### config.mk
export PLATFORM = sky130hd
export DESIGN_NAME = ram16k_arbiter
export DESIGN_NICKNAME = d
export VERILOG_FILES = /design/src/rtl/ram16k_pkg.sv /design/src/rtl/ram16k_arbiter_rr_arb2.sv /design/src/rtl/ram16k_arbiter.sv
export SDC_FILE = /design/constraint.sdc
export NUM_CORES = 1
export LEC_CHECK = 0
export ABC_AREA = 1
export BUFFER_PORTS_ARGS = -buffer_cell sky130_fd_sc_hd__buf_2
export CELL_PAD_IN_SITES_DETAIL_PLACEMENT = 1
export CELL_PAD_IN_SITES_GLOBAL_PLACEMENT = 1
export CORE_MARGIN = 5
export CORE_UTILIZATION = 33
export CTS_CLUSTER_SIZE = 10
export DETAILED_ROUTE_END_ITERATION = 10
export GPL_ROUTABILITY_DRIVEN = 1
export PLACE_DENSITY = 0.77
export SLEW_MARGIN = 15
export SYNTH_ARGS = -nofsm -noshare
export SYNTH_HDL_FRONTEND = slang
export SYNTH_SLANG_ARGS = --single-unit
### constraint.sdc
create_clock -name clk -period 2.7 [get_ports clk]
set_input_delay 0.54 -clock clk [delete_from_list [all_inputs] [get_ports clk]]
set_output_delay 0.54 -clock clk [all_outputs]
set_load 0.03 [all_outputs]
### src/rtl/ram16k_pkg.sv
// Shared constants and state encoding for the RAM16K two-port arbiter.
package ram16k_pkg;

  localparam int ADDR_W = 14;
  localparam int DATA_W = 16;

  localparam logic PORT_A = 1'b0;
  localparam logic PORT_B = 1'b1;

  typedef enum logic [1:0] {
    ST_IDLE   = 2'd0,
    ST_ACCESS = 2'd1,
    ST_WAIT   = 2'd2,
    ST_DONE   = 2'd3
  } state_e;

endpackage

### src/rtl/ram16k_arbiter_rr_arb2.sv
// Two-way round-robin picker: purely combinational winner selection.
module rr_arb2 (
  input  logic [1:0] req,
  input  logic       prio,
  output logic       gnt_idx,
  output logic       any
);
  import ram16k_pkg::*;

  // A lone requester wins outright; on contention the side holding priority wins.
  always_comb begin
    any     = |req;
    gnt_idx = PORT_A;
    case (req)
      2'b10:   gnt_idx = PORT_B;
      2'b11:   gnt_idx = prio;
      default: gnt_idx = PORT_A;
    endcase
  end

endmodule

### src/rtl/ram16k_arbiter.sv
// Two-requester round-robin sequencer in front of a single RAM16K.
// One command at a time: IDLE -> ACCESS -> [WAIT x (RD_LAT-1)] -> DONE -> IDLE for reads,
// IDLE -> ACCESS -> IDLE for writes.
module ram16k_arbiter #(
  parameter int ADDR_W = ram16k_pkg::ADDR_W,
  parameter int DATA_W = ram16k_pkg::DATA_W,
  parameter int RD_LAT = 1
) (
  input  logic              clk,
  input  logic              rst,
  input  logic              a_req,
  input  logic              a_we,
  input  logic [ADDR_W-1:0] a_addr,
  input  logic [DATA_W-1:0] a_wdata,
  output logic              a_gnt,
  output logic              a_rvalid,
  output logic [DATA_W-1:0] a_rdata,
  input  logic              b_req,
  input  logic              b_we,
  input  logic [ADDR_W-1:0] b_addr,
  input  logic [DATA_W-1:0] b_wdata,
  output logic              b_gnt,
  output logic              b_rvalid,
  output logic [DATA_W-1:0] b_rdata,
  output logic              ram_e,
  output logic              ram_w,
  output logic              ram_r,
  output logic [ADDR_W-1:0] ram_addr,
  output logic [DATA_W-1:0] ram_din,
  input  logic [DATA_W-1:0] ram_dout
);
  import ram16k_pkg::*;

  // Counter only needs to hold RD_LAT-2 (the WAIT cycles remaining after the first).
  localparam int               CNT_W     = (RD_LAT > 2) ? $clog2(RD_LAT) : 1;
  localparam logic [CNT_W-1:0] WAIT_LOAD = CNT_W'((RD_LAT > 1) ? RD_LAT - 2 : 0);
  localparam bit               HAS_WAIT  = (RD_LAT > 1);

  state_e              state_reg, state_next;
  logic                prio_reg;
  logic                owner_reg;
  logic                we_reg;
  logic [ADDR_W-1:0]   addr_reg;
  logic [DATA_W-1:0]   wdata_reg;
  logic [CNT_W-1:0]    cnt_reg;
  logic                a_rvalid_reg, b_rvalid_reg;
  logic [DATA_W-1:0]   a_rdata_reg, b_rdata_reg;
  logic                win;
  logic                any_req;

  rr_arb2 u_arb (
    .req     ({b_req, a_req}),
    .prio    (prio_reg),
    .gnt_idx (win),
    .any     (any_req)
  );

  // State register.
  always_ff @(posedge clk or posedge rst) begin
    if (rst) state_reg <= ST_IDLE;
    else     state_reg <= state_next;
  end

  // Latch the winning command and hand priority to the loser on every grant.
  always_ff @(posedge clk or posedge rst) begin
    if (rst) begin
      prio_reg  <= PORT_A;
      owner_reg <= PORT_A;
      we_reg    <= 1'b0;
      addr_reg  <= '0;
      wdata_reg <= '0;
    end else if (state_reg == ST_IDLE && any_req) begin
      owner_reg <= win;
      prio_reg  <= ~win;
      we_reg    <= (win == PORT_B) ? b_we    : a_we;
      addr_reg  <= (win == PORT_B) ? b_addr  : a_addr;
      wdata_reg <= (win == PORT_B) ? b_wdata : a_wdata;
    end
  end

  // Read-latency counter: loaded on ACCESS, counts down through WAIT.
  always_ff @(posedge clk or posedge rst) begin
    if (rst)                         cnt_reg <= '0;
    else if (state_reg == ST_ACCESS) cnt_reg <= WAIT_LOAD;
    else if (state_reg == ST_WAIT)   cnt_reg <= cnt_reg - 1'b1;
  end

  // Next-state and RAM strobe / grant decode.
  always_comb begin
    state_next = state_reg;
    ram_e      = 1'b0;
    ram_w      = 1'b0;
    ram_r      = 1'b0;
    a_gnt      = 1'b0;
    b_gnt      = 1'b0;
    case (state_reg)
      ST_IDLE: begin
        if (any_req) state_next = ST_ACCESS;
      end
      ST_ACCESS: begin
        ram_e = 1'b1;
        ram_w = we_reg;
        ram_r = ~we_reg;
        a_gnt = (owner_reg == PORT_A);
        b_gnt = (owner_reg == PORT_B);
        if (we_reg)        state_next = ST_IDLE;
        else if (HAS_WAIT) state_next = ST_WAIT;
        else               state_next = ST_DONE;
      end
      ST_WAIT: begin
        ram_e = 1'b1;
        if (cnt_reg == '0) state_next = ST_DONE;
      end
      ST_DONE: begin
        ram_e      = 1'b1;
        state_next = ST_IDLE;
      end
      default: state_next = ST_IDLE;
    endcase
  end

  // Capture read data in DONE and raise the owner's valid pulse on the following cycle.
  always_ff @(posedge clk or posedge rst) begin
    if (rst) begin
      a_rvalid_reg <= 1'b0;
      b_rvalid_reg <= 1'b0;
      a_rdata_reg  <= '0;
      b_rdata_reg  <= '0;
    end else begin
      a_rvalid_reg <= (state_reg == ST_DONE) && (owner_reg == PORT_A);
      b_rvalid_reg <= (state_reg == ST_DONE) && (owner_reg == PORT_B);
      if (state_reg == ST_DONE && owner_reg == PORT_A) a_rdata_reg <= ram_dout;
      if (state_reg == ST_DONE && owner_reg == PORT_B) b_rdata_reg <= ram_dout;
    end
  end

  assign a_rvalid = a_rvalid_reg;
  assign b_rvalid = b_rvalid_reg;
  assign a_rdata  = a_rdata_reg;
  assign b_rdata  = b_rdata_reg;
  assign ram_addr = addr_reg;
  assign ram_din  = wdata_reg;

endmodule

==> results of run 1 <==
==> power by group <==
group	leakage, nW	internal (mW)	switching (mW)
combinational	1.34	0.823	2.09
sequential	0.853	1.57	0.320
clock	0.102	0.448	0.388
==> Yosys cell counts <==
library cell	n	area share (%)
sky130_fd_sc_hd__a21oi_1	2	0.32
sky130_fd_sc_hd__buf_2	8	1.3
sky130_fd_sc_hd__buf_4	2	0.48
sky130_fd_sc_hd__buf_6	3	1.1
sky130_fd_sc_hd__clkbuf_1	13	1.5
sky130_fd_sc_hd__dfrtp_1	70	56
sky130_fd_sc_hd__ha_1	5	2.0
sky130_fd_sc_hd__inv_1	30	3.6
sky130_fd_sc_hd__nand2_1	81	9.6
sky130_fd_sc_hd__nand2_2	1	0.20
sky130_fd_sc_hd__nand3_1	54	8.6
sky130_fd_sc_hd__nand3_2	10	3.2
sky130_fd_sc_hd__nand4_1	31	6.2
sky130_fd_sc_hd__nor2_1	2	0.24
sky130_fd_sc_hd__nor2_2	1	0.20
sky130_fd_sc_hd__nor2_4	1	0.36
sky130_fd_sc_hd__o21ai_0	34	5.4
sky130_fd_sc_hd__o21ai_2	1	0.28
==> area by class of cell <==
| type | instances | area [um^2] |
|---|---|---|
| fill | 1165 | 5080 |
| sequential | 70 | 1750 |
| multi-input combinational | 223 | 1150 |
| timing repair buffer | 160 | 826 |
| tap | 129 | 161 |
| clock buffer | 10 | 138 |
| inverter | 30 | 113 |
| clock inverter | 6 | 61.3 |
==> kinds of logic (layout without fill, tap and decap cells) <==
group	count (synthesis)	after routing	share of synthesized area, %
AND/OR/NAND/NOR	181	181	28.5
flip-flops	70	70	55.6
buffers and inverters	56	206	7.94
adder cells (fa/ha/maj)	5	5	1.98
AO/OA/AOI/OAI	37	37	5.99
==> critical path: stages (launching register included) <==
cell                      delay, ns
sky130_fd_sc_hd__dfrtp_1       0.42
sky130_fd_sc_hd__inv_1         0.12
sky130_fd_sc_hd__ha_1          0.22
sky130_fd_sc_hd__inv_1         0.15
sky130_fd_sc_hd__buf_2         0.23
==> per-stage QoR <==
stage	hold WS [ns]	std cells	setup slack (ns)	utilization, %	total power [mW]
after CTS	0.301	628	0.651	45.3	5.73
after detailed placement	0.468	612	0.699	43.1	4.87
after global routing	0.331	628	0.546	45.3	6.06
after global placement	0.464	612	0.830	43.1	4.77
final	0.283	628	0.684	45.3	5.64
after floorplan	0.441	349	0.392	-	3.91
==> per-layer routing <==
layer | share of wire (%) | track usage [%]
met3 | 7.9 | 4.62
met1 | 43 | 22.3
met2 | 48 | 30.1
met5 | 0.12 | 0
met4 | 1.4 | 5.50
==> how the worst max path moves through the flow <==
stage                 endpoint         start  cells after the start
floorplan           a_rdata[0]           rst                      1
global placement    ram_din[4]  state_reg[0]                      7
detailed placement  ram_din[1]  state_reg[0]                      7
CTS                      ram_e  state_reg[0]                      4
global route        ram_din[1]  state_reg[0]                      7
finish                   ram_e  state_reg[0]                      4
==> run metrics, run 1 <==
critical path class=reg2out; count of max-cap constraint violations=0; clock root buffer master=sky130_fd_sc_hd__clkbuf_8; remaining global-route overflow=0; FP Rows=35; detailed-route vias per instance=between 4 and 5; number of cell instances on the worst register-to-register path=7; most used cells in the layout excluding fill and tap cells=sky130_fd_sc_hd__buf_2, sky130_fd_sc_hd__nand2_1, sky130_fd_sc_hd__dfrtp_1; Worst-Margin Slew=0.801 ns; power per cell area=roughly 1300 nW/um^2; number of input and output port buffers inserted=150; Total Wirelength=roughly 10 mm; worst endpoint data arrival time=approximately 1.5 ns; number of antenna violations at the first check in global routing=1; element type at the critical path start=register; area of all placed cells without fillers=~4200 um^2; Slew Limit Headroom=a little under half; largest net degree at the start of global routing=34; CTS clk-pin slew, worst paths=about 0.080 ns; CTS tree=built; sequential-to-total area share from yosys stat=roughly 56%; biggest fanout along the worst timing path=5; Antenna Violating Nets Remaining=0; total standard cell area after synthesis=3150 um^2; total of cells resized after clock tree synthesis=0; weighted congestion at the end of routability-driven global placement=0.818; post-route fraction of the period consumed by the critical path=approximately 75%; GR Util All Layers=roughly 18%; number of vias in the routed layout=between 3000 and 4000; count of mapped cells out of synthesis=349; sum of negative setup slack=0 ns; sum of net half-perimeters after detailed placement=between 7 and 8 mm; origin of the critical flop-to-flop path=state_reg[0]; Max Buffers Root-to-Sink=2; post-synth cell types=18; vias in the first global route=between 3000 and 4000; clock network latency to the later pin of the worst-skew pair=0.33 ns; number of max-slew violations in the final report=0; FF-to-FF setup slack=0.73 ns; synthesized netlist net count=between 400 and 500; leakage dissipation=2.30 nW; CTS buffer count=9; io pins=151; area of the die=11600 um^2; unrepaired setup endpoints after global routing=false; total iterations of the first detailed-routing run=4; reg-to-reg endpoint=ram_din[1]; net count of the finished layout=between 500 and 600; setup repair bufs after CTS=0; Antenna Diode Count=0; type of element capturing the critical path=primary output; DIE WIDTH=between 100 and 150 um; share of final-layout standard cells stronger than drive strength 1=38.3%; post-DR wirelength/cell=about 16 um; outcome=finished clean; class of the tightest hold or removal check=in2async; post-synthesis register bit count=70; CTS H-tree lvls=3; Starting Density=between 30% and 40%; leading cell type in the layout, fill and taps excluded=sky130_fd_sc_hd__buf_2; Placed Instance Area=between 4000 and 5000 um^2; required time reported for the critical path endpoint=roughly 2.2 ns; CTS Sinks=70; height of the die=108 um; Final Hold Vio Count=0; Max Freq=between 400 and 500 MHz; core outline area=a little over 9000 um^2; DR DRC count=0; wire length of the first global-routing pass=about 16 mm; synthesized area per cell=9.03 um^2; Final Setup Violations=0; signed area change from the synthesized netlist to the final layout=33.3%; VDD IR max=between 0.4 and 0.5 mV; DRT iter0 DRCs=94; CTS Hold Buffers Added=0; clock period minus worst slack=2.02 ns; post-route clock skew=between 0.006 and 0.007 ns; yosys warns=0
Note: power is estimated with default switching activity, not from simulation.
==> run 2, diff against run 1 <==
--- a/config.mk
+++ b/config.mk
@@ -10,11 +10,11 @@
 export CELL_PAD_IN_SITES_DETAIL_PLACEMENT = 1
 export CELL_PAD_IN_SITES_GLOBAL_PLACEMENT = 1
 export CORE_MARGIN = 5
-export CORE_UTILIZATION = 33
+export CORE_UTILIZATION = 30
 export CTS_CLUSTER_SIZE = 10
 export DETAILED_ROUTE_END_ITERATION = 10
 export GPL_ROUTABILITY_DRIVEN = 1
-export PLACE_DENSITY = 0.77
+export PLACE_DENSITY = 0.73
 export SLEW_MARGIN = 15
 export SYNTH_ARGS = -nofsm -noshare
 export SYNTH_HDL_FRONTEND = slang
==> constraint.sdc (replaced) <==
create_clock -name clk -period 1.8 [get_ports clk]
set_input_delay 0.36 -clock clk [delete_from_list [all_inputs] [get_ports clk]]
set_output_delay 0.36 -clock clk [all_outputs]
set_load 0.03 [all_outputs]
==> run 2 against run 1 <==
Setup slack lost 0.63 ns. Wire length shrank 0.45%. Clock power grew 91%. Via count is essentially flat. Clock skew grew 0.0052 ns. Global-route usage shrank 1.7 points. Design area grew 3.9%. Final cell count grew 1.6%. Highest routed layer is now met4.
==> run metrics, run 2 (synthesis gave the netlist of run 1 again) <==
CTS H-tree lvls=3 (unchanged); post-route fraction of the period consumed by the critical path=96.9%; CTS Hold Buffers Added=0 (unchanged); Power Total=8.98 mW (+59%); area of the die=12700 um^2 (+9.1%); leading cell type in the layout, fill and taps excluded=sky130_fd_sc_hd__buf_2; CTS Sinks=70 (unchanged); signed area change from the synthesized netlist to the final layout=38.5%; unrepaired setup endpoints after global routing=true; vias in the first global route=3378 (+2.6%); remaining global-route overflow=0 (unchanged); largest net degree at the start of global routing=71 (+110%); required time reported for the critical path endpoint=1.44 ns (-0.72 ns); Starting Density=30.7% (-3.3 points); post-DR wirelength/cell=15.9 um (-2.0%); Placed Cells incl. Taps=620 (+1.3%); VDD IR max=0.683 mV (+47%); Slew Limit Headroom=55.7% (+9.3 points); Worst-Margin Slew=0.664 ns (-0.137 ns); Post-Layout Cell Count=638 (+1.6%); worst endpoint data arrival time=1.38 ns (-0.10 ns); detailed-route vias per instance=4.80 (-1.7%); height of the die=113 um (+4.4%); GR Util All Layers=16.1% (-1.7 points); clock network latency to the later pin of the worst-skew pair=0.34 ns (about the same); power per cell area=2060 nW/um^2 (+53%); clock root buffer master=sky130_fd_sc_hd__clkbuf_8; area taken by multi-input logic gates=1170 um^2 (+1.5%); Layout fillers=1268 (+8.8%); wire length of the first global-routing pass=16.6 mm (+1.2%); total iterations of the first detailed-routing run=4 (unchanged); critical path class=reg2out; post-route clock skew=0.0122 ns (+0.00519 ns); DR DRC count=0 (unchanged); CTS clk-pin slew, worst paths=0.08 ns (about the same); CTS buffer count=9 (unchanged); number of vias in the routed layout=3065 (-0.098%); Total Wirelength=10.1 mm (-0.45%); net count of the finished layout=583 (+0.34%); number of antenna violations at the first check in global routing=0 (-1); FP Rows=37 (+5.7%); Max Freq=about 570 MHz; io pins=151 (unchanged); outcome=finished clean; clock period minus worst slack=around 1.7 ns; leakage dissipation=2.35 nW (+2.3%); type of element capturing the critical path=primary output; sum of net half-perimeters after detailed placement=7.44 mm (-2.3%); Final Setup Violations=0 (unchanged); weighted congestion at the end of routability-driven global placement=0.801 (-2.1%); Max Buffers Root-to-Sink=2 (unchanged); Core Util, Final=42.5% (-2.8 points); count of max-cap constraint violations=0 (unchanged); worst setup slack after layout=0.0565 ns (-0.627 ns); CTS tree=built; Final Hold Vio Count=0 (unchanged); number of input and output port buffers inserted=150 (unchanged); share of final-layout standard cells stronger than drive strength 1=39.5% (+1.2 points); biggest fanout along the worst timing path=5 (unchanged); Antenna Violating Nets Remaining=0 (unchanged); CP Launch Point=state_reg[0]; DRT iter0 DRCs=157 (+67%); core outline area=10300 um^2 (+11%); origin of the critical flop-to-flop path=state_reg[0]; sequential standard cell area=1750 um^2 (unchanged); DIE WIDTH=113 um (+4.4%); number of max-slew violations in the final report=0 (unchanged); WHS=0.101 ns (-0.182 ns); worst slack, placed=0.184 ns (-0.514 ns); class of the tightest hold or removal check=in2async; most used cells in the layout excluding fill and tap cells=sky130_fd_sc_hd__buf_2, sky130_fd_sc_hd__nand2_1, sky130_fd_sc_hd__dfrtp_1; element type at the critical path start=register
[run 2: cell count changes in the layout (fill, tap and decap cells not counted), moves of 2 or more]
cell / change
sky130_fd_sc_hd__buf_12: +4
sky130_fd_sc_hd__buf_2: -4
sky130_fd_sc_hd__bufinv_16: +2
sky130_fd_sc_hd__clkinv_2: -2
sky130_fd_sc_hd__ha_1: -2
sky130_fd_sc_hd__inv_1: -2
[run 2: layout make-up]
cell class | instances | share of cell area [%]
Sequential cell | 70 | 40.1
Multi-Input combinational cell | 223 | 26.8
Timing Repair Buffer | 162 | 20.6
Tap cell | 136 | 3.90
Clock buffer | 11 | 3.47
Inverter | 30 | 2.67
Clock inverter | 5 | 2.38
Antenna cell | 1 | 0.0573
[run 2: path summary, 6_finish.rpt]
check,end,slack (ns),cells after the start
hold reg to reg,cnt_reg,0.47,1
setup reg to reg,ram_din[13],0.29,6
setup / recovery,ram_e,0.06,4
max in group asynchronous,a_rdata[1],1.37,3
min in group clk,ram_din[0],0.25,3
hold / removal,ram_din[0],0.10,3
[run 2: through the flow]
step | setup TNS, ns | instance area [um^2]
2_1_floorplan | 0 | 3160
3_3_place_gp | 0 | 4070
3_5_place_dp | 0 | 4070
4_1_cts | 0 | 4360
5_1_grt | -0.109 | 4360
6_report | 0 | 4370
[run 2: where the power goes]
| group | switching [mW] | leakage (nW) | internal, mW | total (mW) |
|---|---|---|---|---|
| sequential | 0.456 | 0.853 | 2.36 | 2.81 |
| clock | 0.599 | 0.130 | 1.00 | 1.60 |
| combinational | 3.19 | 1.37 | 1.38 | 4.57 |
[run 2: critical path: stages (launching register included)]
cell and delay (ns):
sky130_fd_sc_hd__dfrtp_1 0.43, sky130_fd_sc_hd__inv_1 0.18, sky130_fd_sc_hd__ha_4 0.19, sky130_fd_sc_hd__inv_2 0.07, sky130_fd_sc_hd__buf_4 0.17
[run 2: metal layers]
| metal | up-vias | GRT usage [%] | routed length, um |
|---|---|---|---|
| met5 | - | 0 | 0 |
| met4 | 0 | 4.57 | 108 |
| met3 | 11 | 5.39 | 911 |
| met2 | 123 | 27.1 | 4780 |
| met1 | 1468 | 19.9 | 4340 |
| li1 | 1463 | - | - |
[run 2: what timing repair did]
| action | CTS | global route |
|---|---|---|
| gates resized for setup | 8 | 2 |
| setup endpoints to repair | 5 | 4 |
| pin swaps | 0 | 0 |
| gates cloned | 0 | 0 |
| buffers inserted | 1 | 0 |
==> run 3, diff against run 2 <==
--- a/config.mk
+++ b/config.mk
@@ -14,7 +14,7 @@
 export CTS_CLUSTER_SIZE = 10
 export DETAILED_ROUTE_END_ITERATION = 10
 export GPL_ROUTABILITY_DRIVEN = 1
-export PLACE_DENSITY = 0.73
+export PLACE_DENSITY = 0.87
 export SLEW_MARGIN = 15
 export SYNTH_ARGS = -nofsm -noshare
 export SYNTH_HDL_FRONTEND = slang
==> run 3 against run 2 <==
Die area is the same. Hold slack better by 0.019 ns. Register-to-register slack worse by 0.12 ns. Final cell count fell by 0.31%. Design area decreased by 2.4%. Sequential power is essentially flat.
==> run metrics, run 3 (synthesis gave the netlist of run 1 again) <==
outcome=finished clean; weighted congestion at the end of routability-driven global placement=0.796 (-0.55%); Critical Path Stages=4 (unchanged); Max Freq=567 MHz (-1.1%); post-route fraction of the period consumed by the critical path=98.0% (+1.1 points); origin of the critical flop-to-flop path=state_reg[0]; CTS tree=built; Final Hold Vio Count=0 (unchanged); CP Launch Point=state_reg[0]; sum of net half-perimeters after detailed placement=7.69 mm (+3.3%); post-route clock skew=0.0119 ns (-0.000256 ns); Final Setup Violations=0 (unchanged); leakage dissipation=2.30 nW (-2.0%); total iterations of the first detailed-routing run=4 (unchanged); CTS clk-pin slew, worst paths=0.07 ns (about the same); unrepaired setup endpoints after global routing=true; Crit path largest cell delay=0.46 ns (+0.03 ns); CP max-delay cell=sky130_fd_sc_hd__dfrtp_2; CP bufs+invs=3 (unchanged); power per cell area=2010 nW/um^2 (-2.2%); remaining global-route overflow=0 (unchanged); io pins=151 (unchanged); number of max-slew violations in the final report=0 (unchanged); Switching Fraction=49.7% (+2.4 points); area of the die=12700 um^2 (unchanged); type of element capturing the critical path=primary output; DIE WIDTH=113 um (unchanged); post-DR wirelength/cell=16.3 um (+2.9%); element type at the critical path start=register; number of cell instances on the worst register-to-register path=7 (+1); Layout fillers=1243 (-2.0%); critical path class=reg2out; Slew Limit Headroom=71.6% (+16 points); share of final-layout standard cells stronger than drive strength 1=39.4% (-0.12 points); FF-to-FF setup slack=0.17 ns (-0.12 ns); count of max-cap constraint violations=0 (unchanged); series of cell instances along the critical path=inv_2 -> ha_2 -> inv_1 -> buf_4; class of the tightest hold or removal check=in2async; most used cells in the layout excluding fill and tap cells=sky130_fd_sc_hd__buf_2, sky130_fd_sc_hd__nand2_1, sky130_fd_sc_hd__dfrtp_1; sum of negative setup slack=0 ns (unchanged); number of antenna violations at the first check in global routing=0 (unchanged); largest net degree at the start of global routing=71 (unchanged); number of input and output port buffers inserted=150 (unchanged); net count of the finished layout=582 (-0.17%); Post-Layout Cell Count=636 (-0.31%); clock period minus worst slack=1.76 ns (+0.0198 ns); CTS buffer count=9 (unchanged); clock network latency to the later pin of the worst-skew pair=0.34 ns (about the same); detailed-route vias per instance=4.86 (+1.2%); CTS Hold Buffers Added=0 (unchanged); internal power=4.32 mW (-8.9%); signed area change from the synthesized netlist to the final layout=35.2%; core outline area=10300 um^2 (unchanged); Starting Density=30.7% (unchanged); biggest fanout along the worst timing path=5 (unchanged); Max Buffers Root-to-Sink=2 (unchanged); CTS Sinks=70 (unchanged); worst endpoint data arrival time=1.40 ns (+0.02 ns); DRT iter0 DRCs=124 (-21%); sequential cell fraction of total power=32.8% (+1.5 points); height of the die=113 um (unchanged); kind of cell adding the most delay to the critical path=flip-flops; CTS H-tree lvls=3 (unchanged); required time reported for the critical path endpoint=1.44 ns (about the same); Worst-Margin Slew=0.426 ns (-0.238 ns); vias in the first global route=3453 (+2.2%); clock root buffer master=sky130_fd_sc_hd__clkbuf_8; Antenna Diode Count=0 (-1); FP Rows=37 (unchanged); Placed Cells incl. Taps=620 (unchanged); number of vias in the routed layout=3093 (+0.91%); worst setup path endpoint=ram_e; clock share of power=14.4% (-3.4 points); reg-to-reg endpoint=ram_din[4]; Antenna Violating Nets Remaining=0 (unchanged); combinational share of power=52.8% (+1.9 points); VDD IR max=0.884 mV (+29%); DR DRC count=0 (unchanged); leading cell type in the layout, fill and taps excluded=sky130_fd_sc_hd__buf_2; GR Util All Layers=16.6% (+0.46 points); wire length of the first global-routing pass=17.1 mm (+3.4%); Total Wirelength=10.4 mm (+2.5%); Psw=4.26 mW (+0.39%)
run 3: cell types whose count changed in the layout (fill, tap and decap cells not counted), sizes merged:
cell    change
inv         -1
diode       -1
clkinv      +4
bufinv      -2
clkbuf      -2
run 3: power by group through the flow:
| stage | logic, mW | registers [mW] | clock network (mW) |
|---|---|---|---|
| 2_1_floorplan | 1.68 | 4.19 | 0 |
| 3_3_place_gp | 4.35 | 2.80 | 0 |
| 3_5_place_dp | 4.55 | 2.82 | 0 |
| 4_1_cts | 4.59 | 2.82 | 1.29 |
| 5_1_grt | 4.91 | 2.92 | 1.36 |
| 6_report | 4.53 | 2.81 | 1.23 |
run 3: how the worst min path moves through the flow:
stage | start | end | slack, ns
2_1_floorplan | cnt_reg | cnt_reg | 0.44
3_3_place_gp | cnt_reg | cnt_reg | 0.46
3_5_place_dp | cnt_reg | cnt_reg | 0.46
4_1_cts | rst | ram_addr[10] | 0.11
5_1_grt | rst | ram_addr[9] | 0.14
6_report | rst | a_rdata[5] | 0.12
run 3: area by class of cell:
class	count	area (um^2)	area share (%)
Multi-Input combinational cell	223	1170	27.4
Inverter	30	116	2.73
Timing Repair Buffer	161	866	20.3
Clock inverter	6	62.6	1.47
Sequential cell	70	1750	41.2
Clock buffer	10	128	2.99
Tap cell	136	170	3.99
run 3: through the flow:
| stage | setup slack, ns | util [%] | hold slack, ns | cell area (um^2) | power, mW |
|---|---|---|---|---|---|
| global placement | 0.217 | 39.4 | 0.462 | 4050 | 7.16 |
| global route | -0.0598 | 41.5 | 0.141 | 4260 | 9.19 |
| CTS | 0.0200 | 41.5 | 0.114 | 4260 | 8.69 |
| finish | 0.0366 | 41.5 | 0.120 | 4260 | 8.57 |
| floorplan | 0.239 | - | 0.441 | 3160 | 5.87 |
| detailed placement | 0.104 | 39.4 | 0.463 | 4050 | 7.37 |
run 3: layer usage:
layer	part of all wire (%)	vias to the layer above	global-route usage (%)	wire length, um
li1	-	1458	-	-
met1	42	1494	20.2	4340
met2	49	122	28.2	5070
met3	7.3	19	5.01	756
met4	2.1	0	5.45	220
met5	0	-	0	0
run 3: what timing repair did:
| action | 4_1_cts | 5_1_grt |
|---|---|---|
| endpoints found under the setup margin | 5 | 4 |
| hold endpoints to repair | 0 | 0 |
| resized for setup | 9 | 1 |
| buffers inserted | 0 | 0 |
run 3: tightest hold or removal path, stage by stage:
cell                         delay [ns]
sky130_fd_sc_hd__buf_2             0.11
sky130_fd_sc_hd__clkinvlp_4        0.07
sky130_fd_sc_hd__buf_12            0.32
